### src/rtl/ula_seq_pkg.sv
// Shared definitions for the sequential ALU: opcodes, FSM states, flag bit positions.
package ula_seq_pkg;

  localparam logic [3:0] OP_ADD  = 4'd0;
  localparam logic [3:0] OP_SUB  = 4'd1;
  localparam logic [3:0] OP_MUL  = 4'd2;
  localparam logic [3:0] OP_DIV  = 4'd3;
  localparam logic [3:0] OP_AND  = 4'd4;
  localparam logic [3:0] OP_NAND = 4'd5;
  localparam logic [3:0] OP_OR   = 4'd6;
  localparam logic [3:0] OP_XOR  = 4'd7;
  localparam logic [3:0] OP_CMP  = 4'd8;
  localparam logic [3:0] OP_NOT  = 4'd9;
  localparam logic [3:0] OP_MOD  = 4'd10;
  localparam logic [3:0] OP_SHL  = 4'd11;
  localparam logic [3:0] OP_SHR  = 4'd12;

  localparam int FLAGS_W       = 5;
  localparam int FLAG_ZERO     = 0;
  localparam int FLAG_CARRY    = 1;
  localparam int FLAG_OVF      = 2;
  localparam int FLAG_DIV_ZERO = 3;
  localparam int FLAG_ILLEGAL  = 4;

  typedef enum logic [1:0] {
    IDLE = 2'd0,
    EXEC = 2'd1,
    ITER = 2'd2,
    DONE = 2'd3
  } state_e;

  function automatic logic is_iter_op(input logic [3:0] op);
    return (op == OP_MUL) || (op == OP_DIV) || (op == OP_MOD);
  endfunction

endpackage

### src/rtl/ula_seq_if.sv
// Request/response channel of the sequential ALU.
interface ula_seq_if
  import ula_seq_pkg::*;
#(
  parameter int DATA_SIZE = 11
) ();
  logic                 in_valid;
  logic                 in_ready;
  logic [3:0]           opcode;
  logic [DATA_SIZE-1:0] operand_a;
  logic [DATA_SIZE-1:0] operand_b;
  logic                 out_valid;
  logic                 out_ready;
  logic [DATA_SIZE-1:0] out;
  logic [FLAGS_W-1:0]   flags;

  modport master (
    output in_valid, opcode, operand_a, operand_b, out_ready,
    input  in_ready, out_valid, out, flags
  );

  modport slave (
    input  in_valid, opcode, operand_a, operand_b, out_ready,
    output in_ready, out_valid, out, flags
  );
endinterface

### src/rtl/ula_muldiv.sv
// Iterative shift-add multiplier / restoring divider; one bit per cycle, DATA_SIZE cycles.
module ula_muldiv
  import ula_seq_pkg::*;
#(
  parameter int DATA_SIZE = 11
) (
  input  logic                 clk,
  input  logic                 reset,
  input  logic                 start,
  input  logic [3:0]           op,
  input  logic [DATA_SIZE-1:0] a,
  input  logic [DATA_SIZE-1:0] b,
  output logic                 done,
  output logic [DATA_SIZE-1:0] result,
  output logic [DATA_SIZE-1:0] rem,
  output logic                 ovf
);
  localparam int CNT_W = $clog2(DATA_SIZE + 1);

  logic                 busy;
  logic [CNT_W-1:0]     cnt;
  logic                 is_mul;
  // hi:lo is the product for MUL, remainder:quotient for DIV/MOD
  logic [DATA_SIZE-1:0] hi;
  logic [DATA_SIZE-1:0] lo;
  logic [DATA_SIZE-1:0] m;
  logic [DATA_SIZE:0]   mul_sum;
  logic [DATA_SIZE:0]   trial;
  logic [DATA_SIZE:0]   diff;
  logic                 ge;

  always_comb begin
    mul_sum = {1'b0, hi} + {1'b0, (lo[0] ? m : '0)};
    trial   = {hi, lo[DATA_SIZE-1]};
    diff    = trial - {1'b0, m};
    ge      = (trial >= {1'b0, m});
  end

  always_ff @(posedge clk) begin
    if (reset) begin
      busy <= 1'b0;
      cnt  <= '0;
    end else if (start) begin
      busy <= 1'b1;
      cnt  <= CNT_W'(DATA_SIZE);
    end else if (busy) begin
      if (cnt != '0) cnt <= cnt - CNT_W'(1);
      else           busy <= 1'b0;
    end
  end

  always_ff @(posedge clk) begin
    if (start) begin
      is_mul <= (op == OP_MUL);
      hi     <= '0;
      lo     <= (op == OP_MUL) ? b : a;
      m      <= (op == OP_MUL) ? a : b;
    end else if (busy && (cnt != '0)) begin
      if (is_mul) begin
        hi <= mul_sum[DATA_SIZE:1];
        lo <= {mul_sum[0], lo[DATA_SIZE-1:1]};
      end else begin
        // A zero divisor always "fits": quotient fills with ones, remainder ends as A
        hi <= ge ? diff[DATA_SIZE-1:0] : trial[DATA_SIZE-1:0];
        lo <= {lo[DATA_SIZE-2:0], ge};
      end
    end
  end

  assign done   = busy && (cnt == '0);
  assign result = lo;
  assign rem    = hi;
  assign ovf    = |hi;

endmodule

### src/rtl/ula_seq.sv
// Handshaked sequential ALU: operands captured on accept, result and flags held until consumed.
module ula_seq
  import ula_seq_pkg::*;
#(
  parameter int DATA_SIZE  = 11,
  parameter bit SIGNED_CMP = 1'b0
) (
  input logic     clk,
  input logic     reset,
  ula_seq_if.slave bus
);
  state_e               state;
  logic [3:0]           op_q;
  logic [DATA_SIZE-1:0] a_q;
  logic [DATA_SIZE-1:0] b_q;
  logic [DATA_SIZE-1:0] out_q;
  logic [FLAGS_W-1:0]   flags_q;
  logic                 accept;
  logic                 md_start;
  logic                 md_done;
  logic                 md_ovf;
  logic [DATA_SIZE-1:0] md_result;
  logic [DATA_SIZE-1:0] md_rem;
  logic [DATA_SIZE+FLAGS_W-1:0] alu_word;
  logic [DATA_SIZE-1:0] iter_res;
  logic [FLAGS_W-1:0]   iter_flags;

  // Single-cycle operations; returns {flags, result}
  function automatic logic [DATA_SIZE+FLAGS_W-1:0] alu_eval(
    input logic [3:0]           op,
    input logic [DATA_SIZE-1:0] a,
    input logic [DATA_SIZE-1:0] b
  );
    logic [DATA_SIZE:0]          sum;
    logic signed [DATA_SIZE-1:0] sa;
    logic signed [DATA_SIZE-1:0] sb;
    logic                        gt;
    logic [DATA_SIZE-1:0]        r;
    logic [FLAGS_W-1:0]          f;
    sum = '0;
    sa  = a;
    sb  = b;
    gt  = SIGNED_CMP ? (sa > sb) : (a > b);
    r   = '0;
    f   = '0;
    case (op)
      OP_ADD: begin
        sum           = {1'b0, a} + {1'b0, b};
        r             = sum[DATA_SIZE-1:0];
        f[FLAG_CARRY] = sum[DATA_SIZE];
      end
      OP_SUB: begin
        r             = a - b;
        f[FLAG_CARRY] = (a < b);
      end
      OP_AND:  r = a & b;
      OP_NAND: r = ~(a & b);
      OP_OR:   r = a | b;
      OP_XOR:  r = a ^ b;
      OP_NOT:  r = ~a;
      OP_CMP: begin
        if (gt)          r = DATA_SIZE'(1);
        else if (a == b) r = '0;
        else             r = '1;
      end
      // Logical shifts by DATA_SIZE or more already yield zero
      OP_SHL:  r = a << b;
      OP_SHR:  r = a >> b;
      default: f[FLAG_ILLEGAL] = 1'b1;
    endcase
    f[FLAG_ZERO] = (r == '0);
    return {f, r};
  endfunction

  assign accept   = bus.in_valid && bus.in_ready;
  assign md_start = accept && is_iter_op(bus.opcode);
  assign alu_word = alu_eval(op_q, a_q, b_q);

  always_comb begin
    iter_res                 = (op_q == OP_MOD) ? md_rem : md_result;
    iter_flags               = '0;
    iter_flags[FLAG_OVF]     = (op_q == OP_MUL) && md_ovf;
    iter_flags[FLAG_DIV_ZERO] = (op_q != OP_MUL) && (b_q == '0);
    iter_flags[FLAG_ZERO]    = (iter_res == '0);
  end

  ula_muldiv #(.DATA_SIZE(DATA_SIZE)) u_muldiv (
    .clk    (clk),
    .reset  (reset),
    .start  (md_start),
    .op     (bus.opcode),
    .a      (bus.operand_a),
    .b      (bus.operand_b),
    .done   (md_done),
    .result (md_result),
    .rem    (md_rem),
    .ovf    (md_ovf)
  );

  // Capture stage: operands frozen at the accept edge
  always_ff @(posedge clk) begin
    if (accept) begin
      op_q <= bus.opcode;
      a_q  <= bus.operand_a;
      b_q  <= bus.operand_b;
    end
  end

  always_ff @(posedge clk) begin
    if (reset) begin
      state   <= IDLE;
      out_q   <= '0;
      flags_q <= '0;
    end else begin
      case (state)
        IDLE: begin
          if (bus.in_valid) state <= is_iter_op(bus.opcode) ? ITER : EXEC;
        end
        EXEC: begin
          state   <= DONE;
          out_q   <= alu_word[DATA_SIZE-1:0];
          flags_q <= alu_word[DATA_SIZE+FLAGS_W-1:DATA_SIZE];
        end
        ITER: begin
          if (md_done) begin
            state   <= DONE;
            out_q   <= iter_res;
            flags_q <= iter_flags;
          end
        end
        DONE: begin
          if (bus.out_ready) begin
            if (bus.in_valid) state <= is_iter_op(bus.opcode) ? ITER : EXEC;
            else              state <= IDLE;
          end
        end
        default: state <= IDLE;
      endcase
    end
  end

  assign bus.in_ready  = (state == IDLE) || ((state == DONE) && bus.out_ready);
  assign bus.out_valid = (state == DONE);
  assign bus.out       = out_q;
  assign bus.flags     = flags_q;

endmodule

### src/flat_wrapper.sv
// flat-port wrapper written by rule: the top's interface ports become plain ports
module ula_seq_flat import ula_seq_pkg::*;
#(
  parameter int DATA_SIZE  = 11,
  parameter bit SIGNED_CMP = 1'b0
)
  (clk, reset, bus_in_valid, bus_opcode, bus_operand_a, bus_operand_b, bus_out_ready, bus_in_ready, bus_out_valid, bus_out, bus_flags);
  ula_seq_if #(.DATA_SIZE(DATA_SIZE)) bus_i ();
  input logic clk;
  input logic reset;
  input wire logic [$bits(bus_i.in_valid)-1:0] bus_in_valid;
  input wire logic [$bits(bus_i.opcode)-1:0] bus_opcode;
  input wire logic [$bits(bus_i.operand_a)-1:0] bus_operand_a;
  input wire logic [$bits(bus_i.operand_b)-1:0] bus_operand_b;
  input wire logic [$bits(bus_i.out_ready)-1:0] bus_out_ready;
  output wire logic [$bits(bus_i.in_ready)-1:0] bus_in_ready;
  output wire logic [$bits(bus_i.out_valid)-1:0] bus_out_valid;
  output wire logic [$bits(bus_i.out)-1:0] bus_out;
  output wire logic [$bits(bus_i.flags)-1:0] bus_flags;
  assign bus_i.in_valid = bus_in_valid;
  assign bus_i.opcode = bus_opcode;
  assign bus_i.operand_a = bus_operand_a;
  assign bus_i.operand_b = bus_operand_b;
  assign bus_i.out_ready = bus_out_ready;
  assign bus_in_ready = bus_i.in_ready;
  assign bus_out_valid = bus_i.out_valid;
  assign bus_out = bus_i.out;
  assign bus_flags = bus_i.flags;
  ula_seq #(.DATA_SIZE(DATA_SIZE), .SIGNED_CMP(SIGNED_CMP)) u_core (.clk(clk), .reset(reset), .bus(bus_i));
endmodule
### config.mk
export PLATFORM = sky130hd
export DESIGN_NAME = ula_seq_flat
export DESIGN_NICKNAME = d
export VERILOG_FILES = /design/src/rtl/ula_seq_pkg.sv /design/src/rtl/ula_seq_if.sv /design/src/rtl/ula_muldiv.sv /design/src/rtl/ula_seq.sv /design/src/flat_wrapper.sv
export SDC_FILE = /design/constraint.sdc
export NUM_CORES = 1
export LEC_CHECK = 0
export BUFFER_PORTS_ARGS = -buffer_cell sky130_fd_sc_hd__buf_2
export CAP_MARGIN = 20
export CORE_MARGIN = 2
export CORE_UTILIZATION = 27
export DETAILED_ROUTE_END_ITERATION = 12
export SKIP_CTS_REPAIR_TIMING = 1
export SYNTH_ARGS = -nofsm -noshare
export SYNTH_HDL_FRONTEND = slang
export SYNTH_SLANG_ARGS = --single-unit
### constraint.sdc
create_clock -name clk -period 6.2 [get_ports clk]
set_input_delay 1.24 -clock clk [delete_from_list [all_inputs] [get_ports clk]]
set_output_delay 1.24 -clock clk [all_outputs]
set_load 0.02 [all_outputs]
After elaboration in Yosys (flattened, before gate mapping) --
Cells that the tools add are included.
Operators by class: add/subtract/negate cells 5, order comparisons 3, equality and inequality tests 22, shift operators 2, multiplexer cells 30, bitwise logic cells 5, reduce and logical (&&, ||, !) cells 28
Operators by type and width (count):
- 11-bit two-way mux | 12
- 11-bit one-hot mux with 10 select lines | 1
- 11-bit logical NOT | 3
- 11-bit by 11-bit adder with 12-bit output | 2
- 4-bit equality test (second input constant) | 6
- 11-bit NOT | 2
- 11-bit one-hot mux with 2 select lines | 1
- 11-bit subtractor | 2
- 4-bit by 3-bit equality test with 1-bit output (second input constant) | 4
- 4-bit by 2-bit equality test with 1-bit output (second input constant) | 3
- 12-bit by 11-bit >= comparator with 1-bit output | 1
- 4-bit two-way mux | 3
- 11-bit AND | 1
- 11-bit equality test | 1
- 11-bit greater-than comparator | 1
- 11-bit < comparator | 1
- 11-bit OR | 1
- 11-bit OR reduction | 1
- 11-bit by 11-bit left shift with 11-bit output | 1
- 11-bit by 11-bit >> shifter with 11-bit output | 1
- 11-bit bitwise XOR | 1
- 2-bit two-way mux | 5
- 5-bit one-hot mux with 2 select lines | 1
- 10-bit OR reduction | 1
- other kinds (20) | 39
Word-level totals: bits in registers 83, bits of input ports 30

Longest topological paths before layout --
Gate-level depths: netlist (run 1).
depth in word-level cells 7, gate-level depth with buffers 13

Modules after synthesis --
A second synthesis (run 1) with hierarchy kept.
Unflattened totals: cell total of the unflattened synthesis 967, area total of the unflattened synthesis 8092.8 µm²
Modules (own cells, without submodules):
- ula_seq | instances 1, cells an instance 613, area an instance 4901.0 µm², sequential area each 1141.1 µm²
- ula_muldiv | instances 1, cells an instance 354, area an instance 3191.8 µm², sequential area each 1011.0 µm²

Worst setup path before layout (run 1) --
OpenSTA, ideal clock, no wires.
kind input port to flip-flop, start point input bus_out_ready, end point register u_core.u_muldiv.lo[0], in the netlist u_core.u_muldiv.result[0] (enable), library setup time 343 ps, arrival time 3251 ps, data required time 5857 ps, path slack 2606 ps, cell stages on the path 6, path buffers 0, path through a21o_1 and2_1 nand2_1 inv_1 nor2_1 inv_1
On the way: cells in the longest elaborated chain, start to end 5
RTL lines:
- start: declaration | line flat_wrapper.sv:15 | input wire logic [$bits(bus_i.out_ready)-1:0] bus_out_ready;
- 1-bit logical AND | line ula_seq.sv:142 | assign bus.in_ready = (state == IDLE) || ((state == DONE) && bus.out_ready);
- 1-bit logical OR | line ula_seq.sv:142
- 1-bit logical AND | line ula_seq.sv:75 | assign accept = bus.in_valid && bus.in_ready;
- net u_core.accept | line ula_seq.sv:18 | logic accept;
- 1-bit logical AND | line ula_seq.sv:76 | assign md_start = accept && is_iter_op(bus.opcode);
- net u_core.md_start | line ula_seq.sv:19 | logic md_start;
- 2-bit nonzero test (no source line)
- end signal: assignment | line ula_muldiv.sv:56 | lo <= (op == OP_MUL) ? b : a;
- end signal: assignment | line ula_muldiv.sv:61 | lo <= {mul_sum[0], lo[DATA_SIZE-1:1]};
- end signal: assignment | line ula_muldiv.sv:65 | lo <= {lo[DATA_SIZE-2:0], ge};
- end: declaration | line ula_muldiv.sv:25 | logic [DATA_SIZE-1:0] lo;
The timed path passes the listed nets, and every way through them passes these cells. A chain may end at the register's enable or synchronous reset.

Worst setup path in the final report (run 1) --
start point register u_core.b_q[0], end point register u_core.flags_q[0], in the netlist u_core.bus.flags[0]
On the way: cells in the longest elaborated chain, start to end 6, elaborated cells on any way between the ends 15, classes of those cells 2 x add/sub; 1 x order compare; 1 x eq/ne; 2 x shift; 4 x mux; 4 x bitwise; 1 x reduce/logical
RTL lines:
- start: declaration | line ula_seq.sv:15 | logic [DATA_SIZE-1:0] b_q;
- start signal: assignment | line ula_seq.sv:105 | b_q <= bus.operand_b;
- parallel branches: the longest is 3 deep, another holds 11-bit greater-than comparator
- 11-bit one-hot mux with 10 select lines * | line ula_seq.sv:46 | case (op)
- 11-bit logical NOT * | line ula_seq.sv:71 | f[FLAG_ZERO] = (r == '0);
- 5-bit one-hot mux with 2 select lines * | line ula_seq.sv:115 | case (state)
- end signal: assignment | line ula_seq.sv:122 | flags_q <= alu_word[DATA_SIZE+FLAGS_W-1:DATA_SIZE];
- end signal: assignment | line ula_seq.sv:128 | flags_q <= iter_flags;
- end: declaration | line ula_seq.sv:17 | logic [FLAGS_W-1:0] flags_q;
Every way passes the cells marked *.

==> results of run 1 <==
-- where the power goes --
group	switching, mW	leakage (nW)	internal, mW
clock network	0.212	0.155	0.359
registers	0.190	0.732	0.716
logic	1.01	2.48	0.637
-- sequential cells by signal, indices dropped and copies added, names as in the netlist, 5 cells and up --
name / flops
u_core.bus.flags: 5
u_core.u_muldiv.m: 11
u_core.b_q: 11
u_core.a_q: 11
u_core.u_muldiv.rem: 11
u_core.u_muldiv.result: 11
u_core.bus.out: 11
-- stage by stage --
| step | std cells | area, um^2 | util, % |
|---|---|---|---|
| 2_1_floorplan | 921 | 8020 | - |
| 3_3_place_gp | 1308 | 8520 | 29.0 |
| 3_5_place_dp | 1308 | 8520 | 29.0 |
| 4_1_cts | 1324 | 8840 | 30.1 |
| 5_1_grt | 1325 | 8860 | 30.1 |
| 6_report | 1325 | 8860 | 30.1 |
-- cells by family (layout without fill, tap and decap cells) --
group,count (synthesis),in the layout,share of synthesized area [%]
AND/OR/NAND/NOR,279,279,18.9
AO/OA/AOI/OAI,277,277,23.7
buffers and inverters,126,140,6.82
flip-flops,83,83,26.8
multiplexers,67,67,10.6
adder cells (fa/ha/maj),65,65,10.5
XOR/XNOR,24,24,2.62
-- final timing paths --
check	from	endpoint	slack, ns	cells past startpoint
hold / removal	u_core.bus.out[2]	u_core.bus.out[2]	0.45	2
hold reg to reg	u_core.bus.out[2]	u_core.bus.out[2]	0.45	2
setup / recovery	u_core.b_q[0]	u_core.bus.flags[0]	2.52	9
setup reg to reg	u_core.b_q[0]	u_core.bus.flags[0]	2.52	9
-- layer usage --
layer | routed length (um) | part of all wire [%] | vias up
met5 | 0 | 0 | -
met4 | 565 | 2.2 | 0
met3 | 1780 | 6.9 | 35
met2 | 11800 | 46 | 276
met1 | 11600 | 45 | 3494
li1 | - | - | 3504
-- cell type report --
class	count	area share [%]
Tap cell	390	5.51
Sequential cell	83	24.3
Clock inverter	1	0.339
Clock buffer	15	3.26
Inverter	65	2.75
Timing Repair Buffer	59	3.76
Multi-Input combinational cell	712	60.1
-- cells in the mapped netlist, types with 25 or more instances --
master / count / area share, %
clkbuf_1: 27 / 1.3
ha_1: 61 / 9.5
nor2_1: 46 / 2.2
inv_1: 63 / 2.9
nor3_1: 25 / 1.6
nand3_1: 25 / 1.6
edfxtp_1: 49 / 18
o21ai_0: 35 / 2.2
mux2i_1: 33 / 4.1
a21oi_1: 82 / 5.1
nand2_1: 62 / 2.9
dfxtp_1: 34 / 8.5
-- worst max-delay path, cell delays in order (launching register included) --
cell       delay (ns)
edfxtp_1         0.61
ha_1             0.37
fa_1             0.49
a22oi_1          0.17
nor3_1           0.07
a2111oi_0        0.82
o311ai_1         0.33
nor4_1           0.40
nand4_1          0.14
o22ai_1          0.19
==> impl_metrics.ini, run 1 <==
[layout]
multiInputGateArea_mm2 = 0.00532
fillers = 3125
final_common_cell = a21oi_1
seqCellArea_mm2 = 0.00215
layout_common_cells = a21oi_1, inv_1, nand2_1
nets = 1025
layout-drive-gt1-share_pct = 13.4
antennaDiodeCount = 0
area_growth_pct = 10.5

[clocking]
clockBufferDepth = 2
clkLatencyLatePin_ns = 0.35
htreeDepth = 3
numCtsBuffers = 9
clkTransAtPathRegs_ns = 0.06
clock_sinks = 83
cts_tree = built
clockRootBuffer = clkbuf_16

[logic_synthesis]
syn_nets = 1016
synth_cells = 921
synthArstFlopShare_pct = 0
synth_area_per_cell_um2 = 8.70
synth.distinct_cells = 93
synth_edf_count = 49
yosys_most_used_dff = edfxtp_1
yosys_warnings = 0
synth_area_mm2 = 0.00802
ys_ff_latch = 83
synth_seq_area_share_pct = 26.8

[worst_setup_path]
worst_ep_arrival_time_ns = 3.94
path_class = register to register
crit_fanout = 12
critPathCaptureType = register
start_kind = register
cp_data_required_time_ns = 6.46

[sta]
fmax_mhz = 272
setup_slack_ns = 2.52
skew_ns = 0.00802
worst_slew_pin_slew_ns = 0.958
hold-worst-slack_ns = 0.452
maxSlewHeadroom_pct = 36.1
setup_viol = 0
min_period_ns = 3.68
final_min_period_over_clock_period_pct = 59.3
tns_ns = 0
rsz0062_at_grt = false
hold_violations = 0
slew_violations = 0

[placement]
pre_cts_ws_ns = 2.28
hpwl_mm = 19.7
io_buffers = 47
gp_congestion = 0.971

[floorplanning]
core_mm2 = 0.0294
fp.dieW_um = 176
dieArea_mm2 = 0.0311
die_h_um = 176
core.rowCount = 63
io_pins = 48
initial_core_util_pct = 27.3

[grt]
antenna_found_initial = 0
grt_pass1_vias = 6964
use_met1_pct = 23.1
grt_pass1_wl_mm = 40.7
grt_max_degree = 35
use_met2_pct = 26.7
grt_busiest_layer = met2
grt_usage_pct = 16.7
grt_overflow = 0
met3_usage_pct = 2.97

[drt]
routed_via_density = 5.52
drc = 0
drt_iter0_drc = 701
vias = 7309
firstDrtPassIters = 5
wirelength_mm = 25.8
ant_nets = 0
route.detailed.wl_per_inst_um = 19.4

[pwr]
power.density_mw_per_mm2 = 353
p_leak_nw = 3.37
vdd_drop_max_mv = 0.189
power.total_mw = 3.13

[run]
cap_violations = 0

[status]
status = completed

[hold_path]
worstHoldPathType = register to register
Note: power is estimated with default switching activity, not from simulation.
==> run 2: changes to the inputs <==
Clock period 6.2 ns to 3.6 ns, I/O delays scaled along.
==> impl_metrics.ini, run 2 (synthesis gave the netlist of run 1 again) <==
[drt]
ant_nets = 0
route.detailed.wl_per_inst_um = 19.6
drt_iter0_drc = 855
firstDrtPassIters = 5
vias = 7385
drc = 0
routed_via_density = 5.47
wirelength_mm = 26.5

[floorplanning]
initial_core_util_pct = 27.3
io_pins = 48
core_mm2 = 0.0294
die_h_um = 176
dieArea_mm2 = 0.0311
core.rowCount = 63
fp.dieW_um = 176

[layout]
layout_common_cells = a21oi_1, inv_1, nand2_1
area_growth_pct = 12.4
fillers = 3114
nets = 1049
fin_util_pct = 30.7
final_common_cell = a21oi_1
fin_area_mm2 = 0.00901
antennaDiodeCount = 0
layout-drive-gt1-share_pct = 15.7

[grt]
grt_pass1_wl_mm = 41.4
grt_overflow = 0
grt_usage_pct = 17.2
antenna_found_initial = 0
grt_max_degree = 34
grt_pass1_vias = 7053

[clocking]
cts_tree = built
clockRootBuffer = clkbuf_16
clockBufferDepth = 2
clkTransAtPathRegs_ns = 0.07
clock_sinks = 83
clkLatencyLatePin_ns = 0.35
htreeDepth = 3
numCtsBuffers = 9

[pwr]
power.total_mw = 5.45
p_leak_nw = 3.47
power.density_mw_per_mm2 = 604
vdd_drop_max_mv = 0.330

[run]
cap_violations = 0

[worst_setup_path]
reg2reg_from = u_core.a_q[0]
crit_chain = inv_1 > ha_1 > inv_1 > fa_1 > nor3b_1 > o31a_1 > nor3_1 > o31ai_2 > mux2i_1 > a2111oi_2 > mux2i_1 > a31o_1
startpoint = u_core.a_q[0]
cp_slowest_stage_delay_ns = 0.51
crit_fanout = 7
crit_path_top_delay_cell = edfxtp_1
start_kind = register
cp_data_required_time_ns = 3.85
path_class = register to register
critPathCaptureType = register
worst_ep_arrival_time_ns = 3.52

[sta]
slew_violations = 0
min_period_ns = 3.27
rsz0062_at_grt = false
tns_ns = 0
final_min_period_over_clock_period_pct = 90.9
fmax_mhz = 306
skew_ns = 0.00570
maxSlewHeadroom_pct = 40.3
setup_viol = 0
hold_violations = 0
worst_slew_pin_slew_ns = 0.887

[hold_path]
min_from = u_core.bus.out[7]
worstHoldPathType = register to register

[status]
status = completed

[placement]
io_buffers = 47
hpwl_mm = 20.7
gp_congestion = 0.959
place_area_mm2 = 0.00871
run 2: layer usage:
layer / wire, um / global-route usage [%] / part of all wire (%) / vias to the layer above
li1: - / - / - / 3548
met1: 12300 / 23.8 / 46 / 3517
met2: 11800 / 27.7 / 45 / 284
met3: 1720 / 2.82 / 6.5 / 36
met4: 652 / 4.96 / 2.5 / 0
met5: 0 / 0 / 0 / -
run 2: final timing paths:
path | end | slack [ns] | cells past startpoint
setup / recovery | u_core.bus.out[10] | 0.33 | 12
hold / removal | u_core.bus.out[7] | 0.45 | 2
setup reg to reg | u_core.bus.out[10] | 0.33 | 12
hold reg to reg | u_core.bus.out[7] | 0.45 | 2
run 2: final cells by class:
| class | count | area [um^2] | share of cell area (%) |
|---|---|---|---|
| Clock buffer | 9 | 225 | 2.50 |
| Clock inverter | 7 | 75.1 | 0.833 |
| Inverter | 65 | 244 | 2.71 |
| Multi-Input combinational cell | 712 | 5320 | 59.1 |
| Sequential cell | 83 | 2150 | 23.9 |
| Tap cell | 390 | 488 | 5.41 |
| Timing Repair Buffer | 83 | 505 | 5.61 |
run 2: worst max-delay path: cells and delay by family, from the launching register on:
| family | cells | cell delay [ns] |
|---|---|---|
| AO/OA/AOI/OAI | 4 | 1.03 |
| buffers and inverters | 2 | 0.20 |
| adder cells (fa/ha/maj) | 2 | 0.60 |
| multiplexers | 2 | 0.27 |
| flip-flops | 1 | 0.51 |
| AND/OR/NAND/NOR | 2 | 0.56 |
run 2: metrics by stage:
stage	hold WS (ns)	instances	setup WS, ns
after floorplan	0.474	921	0.330
after global placement	0.441	1333	0.402
after detailed placement	0.442	1333	0.370
after CTS	0.451	1349	0.359
after global routing	0.470	1349	0.0639
final	0.449	1349	0.328
run 2: where the power goes:
| part | internal (mW) | total [mW] | switching [mW] | leakage [nW] |
|---|---|---|---|---|
| logic | 1.16 | 3.03 | 1.87 | 2.59 |
| registers | 1.23 | 1.46 | 0.232 | 0.732 |
| clock network | 0.541 | 0.957 | 0.415 | 0.140 |
| total | 2.93 | 5.45 | 2.51 | 3.47 |
==> run 3: changes to the inputs <==
--- a/config.mk
+++ b/config.mk
@@ -9,5 +9,5 @@
 export CAP_MARGIN = 20
-export CORE_MARGIN = 2
 export CORE_UTILIZATION = 27
 export DETAILED_ROUTE_END_ITERATION = 12
+export PLACE_DENSITY_LB_ADDON = 0.05
 export SKIP_CTS_REPAIR_TIMING = 1
==> constraint.sdc (replaced) <==
create_clock -name clk -period 3.6 [get_ports clk]
set_input_delay 0.54 -clock clk [delete_from_list [all_inputs] [get_ports clk]]
set_output_delay 0.54 -clock clk [all_outputs]
set_load 0.02 [all_outputs]
==> impl_metrics.ini, run 3 (synthesis gave the netlist of run 1 again) <==
[status]
status = completed

[drt]
routed_via_density = 5.40
vias = 7320
ant_nets = 0
drc = 0
route.detailed.wl_per_inst_um = 22.7
drt_iter0_drc = 667
firstDrtPassIters = 5
wirelength_mm = 30.8

[worst_setup_path]
cp_data_required_time_ns = 3.85
worst_ep_arrival_time_ns = 3.57
critPathCaptureType = register
crit_fanout = 7
path_class = register to register
start_kind = register

[floorplanning]
io_pins = 48
core_mm2 = 0.0289
initial_core_util_pct = 27.7
fp.dieW_um = 174
die_h_um = 174
core.rowCount = 62
dieArea_mm2 = 0.0304

[pwr]
power.density_mw_per_mm2 = 625
cell_internal_pwr_mw = 3.08
clkPwrFrac_pct = 18.7
switching_share_pct = 46.0
seqPwrFrac_pct = 25.6
power.total_mw = 5.71
power_switching_mw = 2.63
p_comb_share_pct = 55.7
p_leak_nw = 3.55
vdd_drop_max_mv = 0.236

[sta]
final_min_period_over_clock_period_pct = 92.3
tns_ns = 0
worst_slew_pin_slew_ns = 0.962
setup_viol = 0
skew_ns = 0.0149
hold_violations = 0
fmax_mhz = 301
rsz0062_at_grt = false
maxSlewHeadroom_pct = 35.7
slew_violations = 0
hold-worst-slack_ns = 0.393
setup_slack_ns = 0.275
min_period_ns = 3.32

[clocking]
clkLatencyLatePin_ns = 0.35
clockRootBuffer = clkbuf_16
cts_tree = built
clockBufferDepth = 2
clkTransAtPathRegs_ns = 0.07
htreeDepth = 3
clock_sinks = 83
numCtsBuffers = 9

[placement]
dp_cells = 1340
place_area_mm2 = 0.00881
pre_cts_ws_ns = 0.318
hpwl_mm = 24.4
io_buffers = 47
gp_congestion = 0.855

[layout]
fin_area_mm2 = 0.00913
fillers = 3097
nets = 1062
layout_common_cells = a21oi_1, inv_1, nand2_1
area_growth_pct = 13.9
fin_util_pct = 31.6
final_common_cell = a21oi_1
fin_cells = 1356
layout-drive-gt1-share_pct = 17.0
antennaDiodeCount = 0

[grt]
grt_max_degree = 34
grt_usage_pct = 20.5
grt_overflow = 0
grt_pass1_vias = 7126
antenna_found_initial = 0
grt_pass1_wl_mm = 46.6

[run]
cap_violations = 0

[hold_path]
worstHoldPathType = input port to register
==> run 3: cell types whose count changed in the layout (fill, tap and decap cells not counted), sizes merged <==
cell | before | now
buf | 83 | 96
bufinv | 1 | 2
clkbuf | 9 | 11
clkinv | 3 | 2
clkinvlp | 2 | 0
==> run 3: final timing paths <==
check | start | to | slack [ns] | cells past startpoint
setup / recovery | u_core.a_q[0] | u_core.bus.out[10] | 0.28 | 12
hold / removal | bus_opcode[1] | u_core.op_q[1] | 0.39 | 1
setup reg to reg | u_core.a_q[0] | u_core.bus.out[10] | 0.28 | 12
hold reg to reg | u_core.bus.out[0] | u_core.bus.out[0] | 0.46 | 2
==> run 3: power by group through the flow <==
stage	combinational, mW	sequential [mW]	clock, mW
2_1_floorplan	2.14	1.48	0
3_3_place_gp	3.23	1.49	0
3_5_place_dp	3.16	1.48	0
4_1_cts	3.18	1.47	1.09
5_1_grt	3.49	1.49	1.13
6_report	3.18	1.46	1.07
==> run 3: metal layers <==
| metal | up-vias | GRT usage (%) | share of wire [%] |
|---|---|---|---|
| met5 | - | 0 | 0 |
| met4 | 0 | 4.46 | 1.5 |
| met3 | 23 | 2.69 | 3.1 |
| met2 | 176 | 33.3 | 47 |
| met1 | 3558 | 28.7 | 49 |
| li1 | 3563 | - | - |
==> run 3: critical path: stages (launching register included) <==
cell	delay, ns
edfxtp_1	0.50
inv_1	0.14
ha_1	0.21
inv_1	0.07
fa_1	0.41
nor3b_1	0.20
o31a_1	0.27
nor3_1	0.38
o31ai_2	0.11
mux2i_1	0.14
a2111oi_2	0.42
mux2i_1	0.12
a31o_1	0.24
==> run 3: area by class of cell <==
cell class	instances	area [um^2]	area share (%)
Multi-Input combinational cell	712	5330	58.3
Inverter	65	244	2.67
Clock inverter	5	82.6	0.904
Clock buffer	11	243	2.66
Timing Repair Buffer	96	603	6.60
Sequential cell	83	2150	23.6
Tap cell	384	480	5.26
